===== config.mk =====
export PLATFORM = sky130hd
export DESIGN_NAME = maj_bist_ctrl
export DESIGN_NICKNAME = d
export VERILOG_FILES = /design/src/rtl/maj_bist_pkg.sv /design/src/rtl/maj_ref_popcount.sv /design/src/rtl/maj_bist_ctrl.sv
export SDC_FILE = /design/constraint.sdc
export NUM_CORES = 1
export LEC_CHECK = 0
export ABC_AREA = 0
export ABC_CLOCK_PERIOD_IN_PS = 5000
export CORE_MARGIN = 2
export CORE_UTILIZATION = 50
export DETAILED_ROUTE_END_ITERATION = 12
export GPL_TIMING_DRIVEN = 0
export PLACE_DENSITY = 0.73
export SLEW_MARGIN = 40
export SYNTH_ARGS = -nofsm -noshare
export SYNTH_HDL_FRONTEND = slang
export SYNTH_SLANG_ARGS = --single-unit

===== constraint.sdc =====
create_clock -name clk -period 5 [get_ports clk]
set_input_delay 1 -clock clk [delete_from_list [all_inputs] [get_ports clk]]
set_output_delay 1 -clock clk [all_outputs]
set_load 0.02 [all_outputs]

===== src/rtl/maj_bist_pkg.sv =====
// Shared types and constants for the majority-gate BIST controller family.
// Holds the FSM state encoding, a width helper and the default gate size.
package maj_bist_pkg;

  typedef enum logic [1:0] {IDLE, SETTLE, CHECK, DONE} state_t;

  localparam int DEF_N      = 15;
  localparam int DEF_THRESH = (DEF_N + 1) / 2;

  function automatic int clog2(input int v);
    int r;
    int x;
    r = 0;
    x = v - 1;
    while (x > 0) begin
      r++;
      x = x >> 1;
    end
    return r;
  endfunction

endpackage


===== src/rtl/maj_ref_popcount.sv =====
// Combinational reference for threshold gates: output is 1 when the
// number of set input bits reaches THRESH.
module maj_ref_popcount
  import maj_bist_pkg::*;
#(
  parameter int N      = DEF_N,
  parameter int THRESH = (N + 1) / 2
) (
  input  logic [N-1:0] vec,
  output logic         ref_out
);

  localparam int PW = clog2(N + 1);

  logic [PW-1:0] ones;

  always_comb begin
    ones = '0;
    for (int i = 0; i < N; i++) begin
      ones = ones + PW'(vec[i]);
    end
  end

  assign ref_out = (ones >= PW'(THRESH));

endmodule


===== src/rtl/maj_bist_ctrl.sv =====
// Exhaustive stimulus generator and response checker for an N-input
// majority netlist, with start/done handshake and first-failure capture.
module maj_bist_ctrl
  import maj_bist_pkg::*;
#(
  parameter int N      = DEF_N,
  parameter int THRESH = (N + 1) / 2,
  parameter int LAT    = 1,
  parameter int ERR_W  = 16
) (
  input  logic             clk,
  input  logic             rst,
  input  logic             start,
  input  logic             abort,
  output logic [N-1:0]     x_out,
  input  logic             y_in,
  output logic             busy,
  output logic             done,
  output logic             pass,
  output logic [ERR_W-1:0] err_count,
  output logic             first_fail_valid,
  output logic [N-1:0]     first_fail_vec
);

  localparam int CW = (clog2(LAT) < 1) ? 1 : clog2(LAT);

  state_t        state;
  logic [CW-1:0] cnt;
  logic          ref_bit;
  logic          mismatch;

  maj_ref_popcount #(.N(N), .THRESH(THRESH)) u_ref (
    .vec    (x_out),
    .ref_out(ref_bit)
  );

  assign mismatch = (y_in != ref_bit);
  assign pass     = done && (err_count == '0);

  always_ff @(posedge clk or posedge rst) begin
    if (rst) begin
      state            <= IDLE;
      x_out            <= '0;
      cnt              <= '0;
      busy             <= 1'b0;
      done             <= 1'b0;
      err_count        <= '0;
      first_fail_valid <= 1'b0;
      first_fail_vec   <= '0;
    end else if (abort) begin
      // Partial results are deliberately kept for debug after an abort.
      state <= IDLE;
      busy  <= 1'b0;
      done  <= 1'b0;
    end else begin
      case (state)
        IDLE, DONE: begin
          if (start) begin
            state            <= SETTLE;
            x_out            <= '0;
            cnt              <= '0;
            busy             <= 1'b1;
            done             <= 1'b0;
            err_count        <= '0;
            first_fail_valid <= 1'b0;
            first_fail_vec   <= '0;
          end
        end
        SETTLE: begin
          if (cnt == CW'(LAT - 1)) begin
            state <= CHECK;
          end else begin
            cnt <= cnt + 1'b1;
          end
        end
        CHECK: begin
          if (mismatch) begin
            if (err_count != {ERR_W{1'b1}}) begin
              err_count <= err_count + 1'b1;
            end
            if (!first_fail_valid) begin
              first_fail_valid <= 1'b1;
              first_fail_vec   <= x_out;
            end
          end
          // Terminal vector is detected explicitly so x_out never wraps.
          if (x_out == {N{1'b1}}) begin
            state <= DONE;
            busy  <= 1'b0;
            done  <= 1'b1;
          end else begin
            x_out <= x_out + 1'b1;
            cnt   <= '0;
            state <= SETTLE;
          end
        end
        default: state <= IDLE;
      endcase
    end
  end

endmodule


======== Word level (Yosys, flattened, before mapping) ========
Index checks and enable logic that the tools add are counted.
storage, ports and cells
  output and inout port bits .............. 50
  bits in registers ....................... 52
cells by class
  eq/ne operators ......................... 14
  reduce and logical (&&, ||, !) cells .... 13
  $add $sub $neg .......................... 17
  muxes and demuxes ....................... 28
  bitwise operators ....................... 1
  $lt $le $gt $ge ......................... 1
operators by type and width
  cell                   number
  $mux 15                4
  $pmux 15 s2            2
  $add 4x1->4            13
  $mux 16                3
  $pmux 16 s2            1
  $add 16x1->16 const B  1
  $logic_not 16->1       1
  $ne 16x16->1 const B   1
  $add 15x1->15 const B  1
  $eq 15x15->1 const B   1
  $ne 2x2->1 const B     5
  $reduce_and 5->1       2
  $mux 1                 9
  $ne 3x3->1 const B     3
  $mux 2                 4
  $reduce_and 4->1       2
  $pmux 1 s2             3
  $pmux 2 s3             1
  $reduce_and 3->1       2
  $eq 2x2->1 const B     2
  $ge 4x4->1 const B     1
  $pmux 1 s3             1
  $reduce_bool 3->1      1
  $add 1x1->2            1
  9 further kinds        9

======== Depth between registers and ports, before layout ========
Gate-level depths: netlist of run 1.
  depth after elaboration ................. 18
  depth in mapped cells ................... 14

======== Hierarchy ========
Synthesis of run 1 repeated with hierarchy kept, for this count alone.
second synthesis, totals
  cell total of the unflattened synthesis .. 328
  area, all modules ....................... 3,103.0 um^2
modules (own cells, without submodules)
  module            area each (um^2)  times used  cells each
  maj_bist_ctrl     2,810.2           1           295
  maj_ref_popcount  292.8             1           33

======== Worst setup path after synthesis of run 1 ========
OpenSTA, ideal clock, no wires.
  kind .................................... reg-to-reg
  from .................................... register x_out[0]
  to ...................................... register err_count[2]
  stages on the path, launching flop included .. 15
  library setup time ...................... 78 ps
  path buffers ............................ 1
  clock period less this slack ............ 4,172 ps
  path slack .............................. 828 ps
  arrival time ............................ 4,093 ps
  required time ........................... 4,922 ps
  cell sequence ........................... dfrtp_1 ha_1 inv_1 fa_1 fa_1 inv_1 fa_1 fa_1 ha_1 a21oi_1 a211o_1 nand3_2 buf_2 or4_1 a21oi_1
on the way
  longest elaborated chain between the ends .. 18
ends and longest elaborated chain
  what                               line                    RTL
  start: declaration                 maj_bist_ctrl.sv:15     output logic [N-1:0] x_out,
  start signal: assignment           maj_bist_ctrl.sv:92     x_out <= x_out + 1'b1;
  $add 1x1->2                        maj_ref_popcount.sv:20  ones = ones + PW'(vec[i]);
  $add 4x1->4 (13 in series)         maj_ref_popcount.sv:20
  $ge 4x4->1                         maj_ref_popcount.sv:24  assign ref_out = (ones >= PW'(THRESH));
  $ne 1x1->1                         maj_bist_ctrl.sv:37     assign mismatch = (y_in != ref_bit);
  $ne 2x2->1 (no source line)        -
  $reduce_and 5->1 (no source line)  -
  end signal: assignment             maj_bist_ctrl.sv:79     err_count <= err_count + 1'b1;
  end: declaration                   maj_bist_ctrl.sv:20     output logic [ERR_W-1:0] err_count,
Every way passes these cells.
A chain may end at the register's enable or synchronous reset.

======== Final worst setup path of run 1 ========
  from .................................... register x_out[0]
  to ...................................... register first_fail_vec[5]
on the way
  longest elaborated chain between the ends .. 18
ends and longest elaborated chain
  what                               line                    RTL
  $add 1x1->2                        maj_ref_popcount.sv:20
  $add 4x1->4 (13 in series)         maj_ref_popcount.sv:20
  $ge 4x4->1                         maj_ref_popcount.sv:24
  $ne 1x1->1                         maj_bist_ctrl.sv:37
  $ne 2x2->1 (no source line)        -
  $reduce_and 5->1 (no source line)  -
  end signal: assignment             maj_bist_ctrl.sv:83     first_fail_vec <= x_out;
  end: declaration                   maj_bist_ctrl.sv:22     output logic [N-1:0] first_fail_vec
Every way passes these cells.

==> summary.md, run 1 <==
| Metric | Value |
|---|---|
| Outcome | `completed` |
| Slew Limit Fails | `0` |
| Post-synth top area share | `0.408` |
| Max Freq | `0.224 GHz` |
| Top delay family on crit path | `adder cells` |
| Crit Path Class | `reg2reg` |
| Global placer's final weighted congestion | `0.872` |
| CTS tree | `built` |
| Post-synthesis sequential area ratio | `0.408` |
| Core Region | `5990 µm²` |
| Gr usage total | `0.247` |
| Max VDD drop | `0.220 mV` |
| Top cells by area in the synthesized netlist | `dfrtp_1, fa_1, ha_1, nand2_1, inv_1` |
| Post-route ant nets | `0` |
| Layout cells sized above 1 | `0.0823` |
| Slew margin rel. | `0.585` |
| CP required | `5250 ps` |
| Via count | `2770` |
| Buf/Inv on CP | `2` |
| # hold bufs at CTS | `0` |
| PortBufs | `54` |
| Most common cell type on the critical path | `fa_1` |
| Setup_tns | `0 ps` |
| Die area | `6910 µm²` |
| I/O pin count | `55` |
| Vias in the first global route | `2778` |
| Yosys cell types | `59` |
| Startpoint type of the worst setup path | `flop` |
| Crit path time final | `4470 ps` |
| Worst Max-Slew Pin Slew | `616 ps` |
| Router iterations before antenna repair | `4` |
| Post-Syn Area | `3130 µm²` |
| Total leakage power | `0.00165 µW` |
| Crit. End Element | `flop` |
| CP max stage cell | `fa_1` |
| Post-Syn Instances | `327` |
| Hold Fails Final Rpt | `0` |
| Critical Path AT | `4720 ps` |
| H-Tree Level Count | `2` |
| RSZ-0062 raised after global routing | `no` |
| Final-stage net count | `413` |
| Post-Syn Nets | `352` |
| Clock skew | `12.7 ps` |
| DR WL/cell | `17.6 µm` |
| Final setup vio count | `0` |
| Power density cells | `284 nW/µm²` |
| Worst hold path class | `reg2reg` |
| Clk Latency, worst-skew pair | `320 ps` |
| Commonest cells in the netlist | `dfrtp_1, nand2_1, inv_1` |
| Clock root buffer | `clkbuf_8` |
| Global-route wire length before repair | `13.9 mm` |
| Routed wire length | `8.16 mm` |
| Number of remaining DRC errors | `0` |
| Initial Util | `0.523` |
| Crit. path cell count | `13` |
| Die Height | `83.1 µm` |
| Worst r2r path cells | `13` |
| Number of setup buffers added after CTS | `0` |
| Most used DFF post-synth | `dfrtp_1` |
| Pin count of the biggest net entering global routing | `28` |
| Vias per cell | `5.97` |
| Remaining Overflow, GRT | `0` |
| FP Rows | `28` |
| EDFF count, synth | `0` |
| Fin crit share | `0.894` |
| Critical path, cell by cell | `ha_1, inv_1, fa_1, fa_1, inv_1, fa_1, fa_1, ha_1, a21oi_1, a21oi_1, o21ai_1, a21o_1, a22o_1` |
| CTS Sinks | `51` |
| Final hold slack | `508 ps` |
| Die X | `83.1 µm` |
| Hold Crit Depth | `1` |
| Final Util | `0.650` |
| Synth async-reset ratio | `1.00` |
| Detailed Route Iter0 Violations | `260` |
| # fillers | `496` |
| Num CTS Buffers | `5` |
| Area leader, netlist | `dfrtp_1` |
| Area Overhead vs Synth | `24.3%` |
| Synth Warn # | `0` |
| Yosys reg bits | `51` |
| Max cap viols | `0` |
| Post-Synthesis Mean Instance Area | `9.58 µm²` |
| Most frequent cell after synthesis | `dfrtp_1` |
| Post-CTS sizing | `0` |
| Clock transition at path regs | `90 ps` |
| CTS Buffer Depth | `2` |
| Post-DP HPWL | `6.03 mm` |
| Worst-path fanout max | `11` |
| Initial antenna violation count | `0` |
| Max incr delay on CP | `470 ps` |
| Antenna Cells | `0` |
-- layout make-up --
cell class / count / area, µm² / area share
Clock buffer: 8 / 100 / 0.0257
Multi-Input combinational cell: 237 / 1700 / 0.438
Tap cell: 75 / 93.8 / 0.0241
Timing Repair Buffer: 55 / 561 / 0.144
Inverter: 28 / 108 / 0.0277
Buffer: 10 / 50.0 / 0.0129
Sequential cell: 51 / 1280 / 0.328
-- worst reg2reg max path, delay by kind of cell (launching register included) --
kind	cells	cell delay, ps
fa+ha+maj	6	2370
flops	1	440
buf+inv	2	170
compound gates	5	1420
-- registers in the layout, indices dropped and copies added, names as in the netlist --
register,cells
first_fail_vec,15
err_count,16
x_out,15
state,2
done,1
busy,1
first_fail_valid,1
-- per-stage QoR --
| step | instance area (µm²) | cells | setup WS (ps) | power, µW |
|---|---|---|---|---|
| global route | 3890 | 464 | 183 | 1170 |
| global placement | 3770 | 456 | 439 | 828 |
| CTS | 3890 | 465 | 354 | 1110 |
| finish | 3890 | 464 | 532 | 1110 |
| detailed placement | 3790 | 457 | 377 | 842 |
| floorplan | 3130 | 327 | 828 | 711 |
-- kinds of logic after synthesis --
family | after synthesis | share of synthesized area
AND/OR/NAND/NOR | 140 | 0.253
AO/OA/AOI/OAI | 64 | 0.151
flip-flops | 51 | 0.408
buffers and inverters | 39 | 0.0507
adder cells (fa/ha/maj) | 20 | 0.0991
XOR/XNOR | 8 | 0.0224
multiplexers | 5 | 0.0164
-- cell usage in the layout, fill, tap and decap left out, types with 2 or more instances in the layout --
| cell type | netlist | final |
|---|---|---|
| a21oi_1 | 13 | 13 |
| a22o_1 | 11 | 11 |
| and2_1 | 4 | 4 |
| and3_1 | 3 | 3 |
| and4_1 | 2 | 2 |
| buf_2 | 4 | 4 |
| clkbuf_1 | 6 | 6 |
| clkbuf_8 | 0 | 7 |
| clkdlybuf4s50_1 | 0 | 54 |
| dfrtp_1 | 51 | 51 |
| fa_1 | 8 | 8 |
| ha_1 | 12 | 12 |
| inv_1 | 26 | 25 |
| inv_2 | 2 | 2 |
| mux2i_1 | 4 | 4 |
| nand2_1 | 37 | 37 |
| nand2b_1 | 5 | 5 |
| nand3_1 | 15 | 15 |
| nand4_1 | 10 | 10 |
| nor2_1 | 21 | 21 |
| nor3_1 | 4 | 4 |
| nor3_4 | 1 | 2 |
| nor4_1 | 6 | 6 |
| nor4b_1 | 3 | 3 |
| o211ai_1 | 5 | 5 |
| o21ai_0 | 9 | 9 |
| o21ai_1 | 2 | 2 |
| o31ai_1 | 7 | 7 |
| o41ai_1 | 4 | 4 |
| or2_1 | 2 | 2 |
| or3_1 | 6 | 6 |
| or4_1 | 8 | 8 |
| xnor2_1 | 6 | 6 |
| xor2_1 | 2 | 2 |
-- path summary, 6_finish.rpt --
path / startpoint / slack, ps / to
setup reg to reg: x_out[0]$_DFFE_PP0P_ / 530 / first_fail_vec[5]$_DFFE_PP0P_
hold / removal: first_fail_vec[6]$_DFFE_PP0P_ / 510 / first_fail_vec[6]$_DFFE_PP0P_
setup / recovery: x_out[0]$_DFFE_PP0P_ / 530 / first_fail_vec[5]$_DFFE_PP0P_
max in group asynchronous: rst / 3540 / x_out[13]$_DFFE_PP0P_
hold reg to reg: first_fail_vec[6]$_DFFE_PP0P_ / 510 / first_fail_vec[6]$_DFFE_PP0P_
min in group asynchronous: rst / 1000 / first_fail_vec[0]$_DFFE_PP0P_
-- power by group --
| part | switching (µW) | internal, µW |
|---|---|---|
| logic | 267 | 119 |
| registers | 19.5 | 432 |
| clock network | 143 | 127 |
-- layer usage --
| layer | global-route usage | vias up | part of all wire |
|---|---|---|---|
| met2 | 0.366 | 89 | 0.47 |
| met4 | 0.0820 | 0 | 0.016 |
| li1 | - | 1306 | - |
| met3 | 0.0398 | 13 | 0.066 |
| met1 | 0.368 | 1362 | 0.45 |
| met5 | 0 | - | 0 |
Power figures use the tool's default switching activity.
==> inputs of run 2 (changes only) <==
- ABC_CLOCK_PERIOD_IN_PS: 5000 -> 4010
- CORE_UTILIZATION: 50 -> 48
- PLACE_DENSITY: 0.73 -> 0.75
- clock period: 5 -> 4.01 ns (I/O delays scaled with it)
==> run 2 against run 1 <==
Net effect:
- the run now ends with setup timing left
- clock skew down 6.2 ps
- register-to-register slack worse by 650 ps
- hold slack better by 1.1 ps
- wire length about the same
- critical path depth up 1
- count of clock-buffer cells in the layout down 3
- final cell count up 1.3%
==> summary.md, run 2 (synthesized netlist as in run 1, its figures left out) <==
| Metric | Value |
|---|---|
| Outcome | `finished with violations` |
| Failing checks | `setup timing` |
| Layout cells sized above 1 | `0.160` |
| Max reg flops | `16` |
| Clock transition at path regs | `100 ps` |
| Slew Limit Fails | `0` |
| Routed wire length | `8.17 mm` |
| Critical Path AT | `4370 ps` |
| Most common cell after layout, fill and taps aside | `clkdlybuf4s50_1` |
| Number of remaining DRC errors | `0` |
| Max cap viols | `0` |
| Initial Util | `0.496` |
| Antenna Cells | `0` |
| Num CTS Buffers | `5` |
| Post-route ant nets | `0` |
| Die Height | `84.8 µm` |
| FP Rows | `29` |
| CTS Buffer Depth | `2` |
| Largest registers | `err_count (16), first_fail_vec (15), x_out (15)` |
| Largest Register | `err_count` |
| Gr usage total | `0.236` |
| Final setup vio count | `19` |
| CTS Sinks | `51` |
| Power density cells | `356 nW/µm²` |
| Crit path time final | `4130 ps` |
| # fillers | `527` |
| Commonest non-fill, non-tap cells in the layout | `clkdlybuf4s50_1, dfrtp_1, nand2_1` |
| Worst hold path class | `reg2reg` |
| Hold Fails Final Rpt | `0` |
| Crit. End Element | `flop` |
| Vias per cell | `5.95` |
| Die X | `84.8 µm` |
| # hold bufs at CTS | `0` |
| Global placer's final weighted congestion | `0.894` |
| Max VDD drop | `0.298 mV` |
| Critical path, cell by cell | `ha_4, inv_2, fa_1, fa_2, fa_2, fa_1, inv_2, ha_4, nand3_4, nand4_1, nand3_4, buf_6, or4_1, a21oi_1` |
| CTS tree | `built` |
| PortBufs | `54` |
| DR WL/cell | `17.4 µm` |
| Clock skew | `6.52 ps` |
| Worst Max-Slew Pin Slew | `766 ps` |
| RSZ-0062 raised after global routing | `yes` |
| Buf/Inv on CP | `3` |
| H-Tree Level Count | `2` |
| CP required | `4250 ps` |
| Crit Path Class | `reg2reg` |
| Via count | `2796` |
| Max incr delay on CP | `540 ps` |
| Core Region | `6310 µm²` |
| Global-route wire length before repair | `13.5 mm` |
| Final worst slack | `-123 ps` |
| Area Overhead vs Synth | `30.3%` |
| Clk Latency, worst-skew pair | `310 ps` |
| Total leakage power | `0.00166 µW` |
| Vias in the first global route | `2690` |
| Final-stage net count | `417` |
| Router iterations before antenna repair | `5` |
| Initial antenna violation count | `0` |
| Remaining Overflow, GRT | `0` |
| Pin count of the biggest net entering global routing | `28` |
| R2r setup slk | `-120 ps` |
| Top delay family on crit path | `adder cells` |
| Worst-path fanout max | `6` |
| Max Freq | `0.242 GHz` |
| Fin crit share | `1.03` |
| Die area | `7190 µm²` |
| Detailed Route Iter0 Violations | `167` |
| Final hold slack | `509 ps` |
| Clock root buffer | `clkbuf_8` |
| Post-DP HPWL | `5.90 mm` |
| CP max stage cell | `fa_2` |
| DP Worst Slack | `-267 ps` |
| Slew margin rel. | `0.487` |
| I/O pin count | `55` |
| Startpoint type of the worst setup path | `flop` |
run 2: changes by cell type in the layout (fill, tap and decap cells not counted), moves of 3 or more:
cell,change
inv_2,+4
ha_1,-4
a21oi_1,-3
fa_1,-3
inv_1,-4
fa_2,+3
buf_4,+4
ha_4,+4
run 2: what timing repair did:
item	CTS	global route
endpoints found under the setup margin	30	31
setup buffers	3	0
gates cloned	1	0
endpoints found under the hold margin	0	0
resized for setup	11	13
pin swaps	12	10
run 2: worst reg2reg max path, delay by kind of cell (launching register included):
family / cells / cell delay (ps)
compound gates: 1 / 160
fa+ha+maj: 6 / 2350
buf+inv: 3 / 280
flops: 1 / 440
simple gates: 4 / 840
run 2: cell type report:
type	count	area, µm²	share of cell area
plain buffers	10	60.1	0.0147
clock buffers	5	68.8	0.0169
clock inverters	3	43.8	0.0107
inverters	28	108	0.0264
multi-input cells	237	1840	0.450
flip-flops and latches	51	1280	0.313
well taps	77	96.3	0.0236
repair buffers	59	588	0.144
run 2: report_power, final:
part	leakage (µW)	total [µW]	switching [µW]	internal, µW
logic	0.000900	524	348	176
registers	0.000705	563	23.3	539
clock network	0.0000581	365	179	186
run 2: worst paths after layout:
| path | cells past startpoint | from | to |
|---|---|---|---|
| max | 14 | x_out[1]$_DFFE_PP0P_ | err_count[2]$_DFFE_PP0P_ |
| min | 1 | first_fail_vec[8]$_DFFE_PP0P_ | first_fail_vec[8]$_DFFE_PP0P_ |
| max reg2reg | 14 | x_out[1]$_DFFE_PP0P_ | err_count[2]$_DFFE_PP0P_ |
| min reg2reg | 1 | first_fail_vec[8]$_DFFE_PP0P_ | first_fail_vec[8]$_DFFE_PP0P_ |
| max in group asynchronous | 3 | rst | x_out[0]$_DFFE_PP0P_ |
| min in group asynchronous | 2 | rst | first_fail_vec[8]$_DFFE_PP0P_ |
run 2: per-layer routing:
metal  track usage  wire length (µm)
met1         0.353              3810
met2         0.352              3690
met3        0.0383               479
met4        0.0750               180
met5             0                 0
run 2: through the flow:
stage | util | instance area, µm² | instances | total power [µW] | setup TNS, ps
2_1_floorplan | - | 3190 | 327 | 899 | 0
3_3_place_gp | 0.606 | 3830 | 458 | 1050 | -3810
3_5_place_dp | 0.610 | 3850 | 459 | 1060 | -4120
4_1_cts | 0.639 | 4030 | 470 | 1450 | -824
5_1_grt | 0.646 | 4080 | 470 | 1530 | -3290
6_report | 0.646 | 4080 | 470 | 1450 | -519
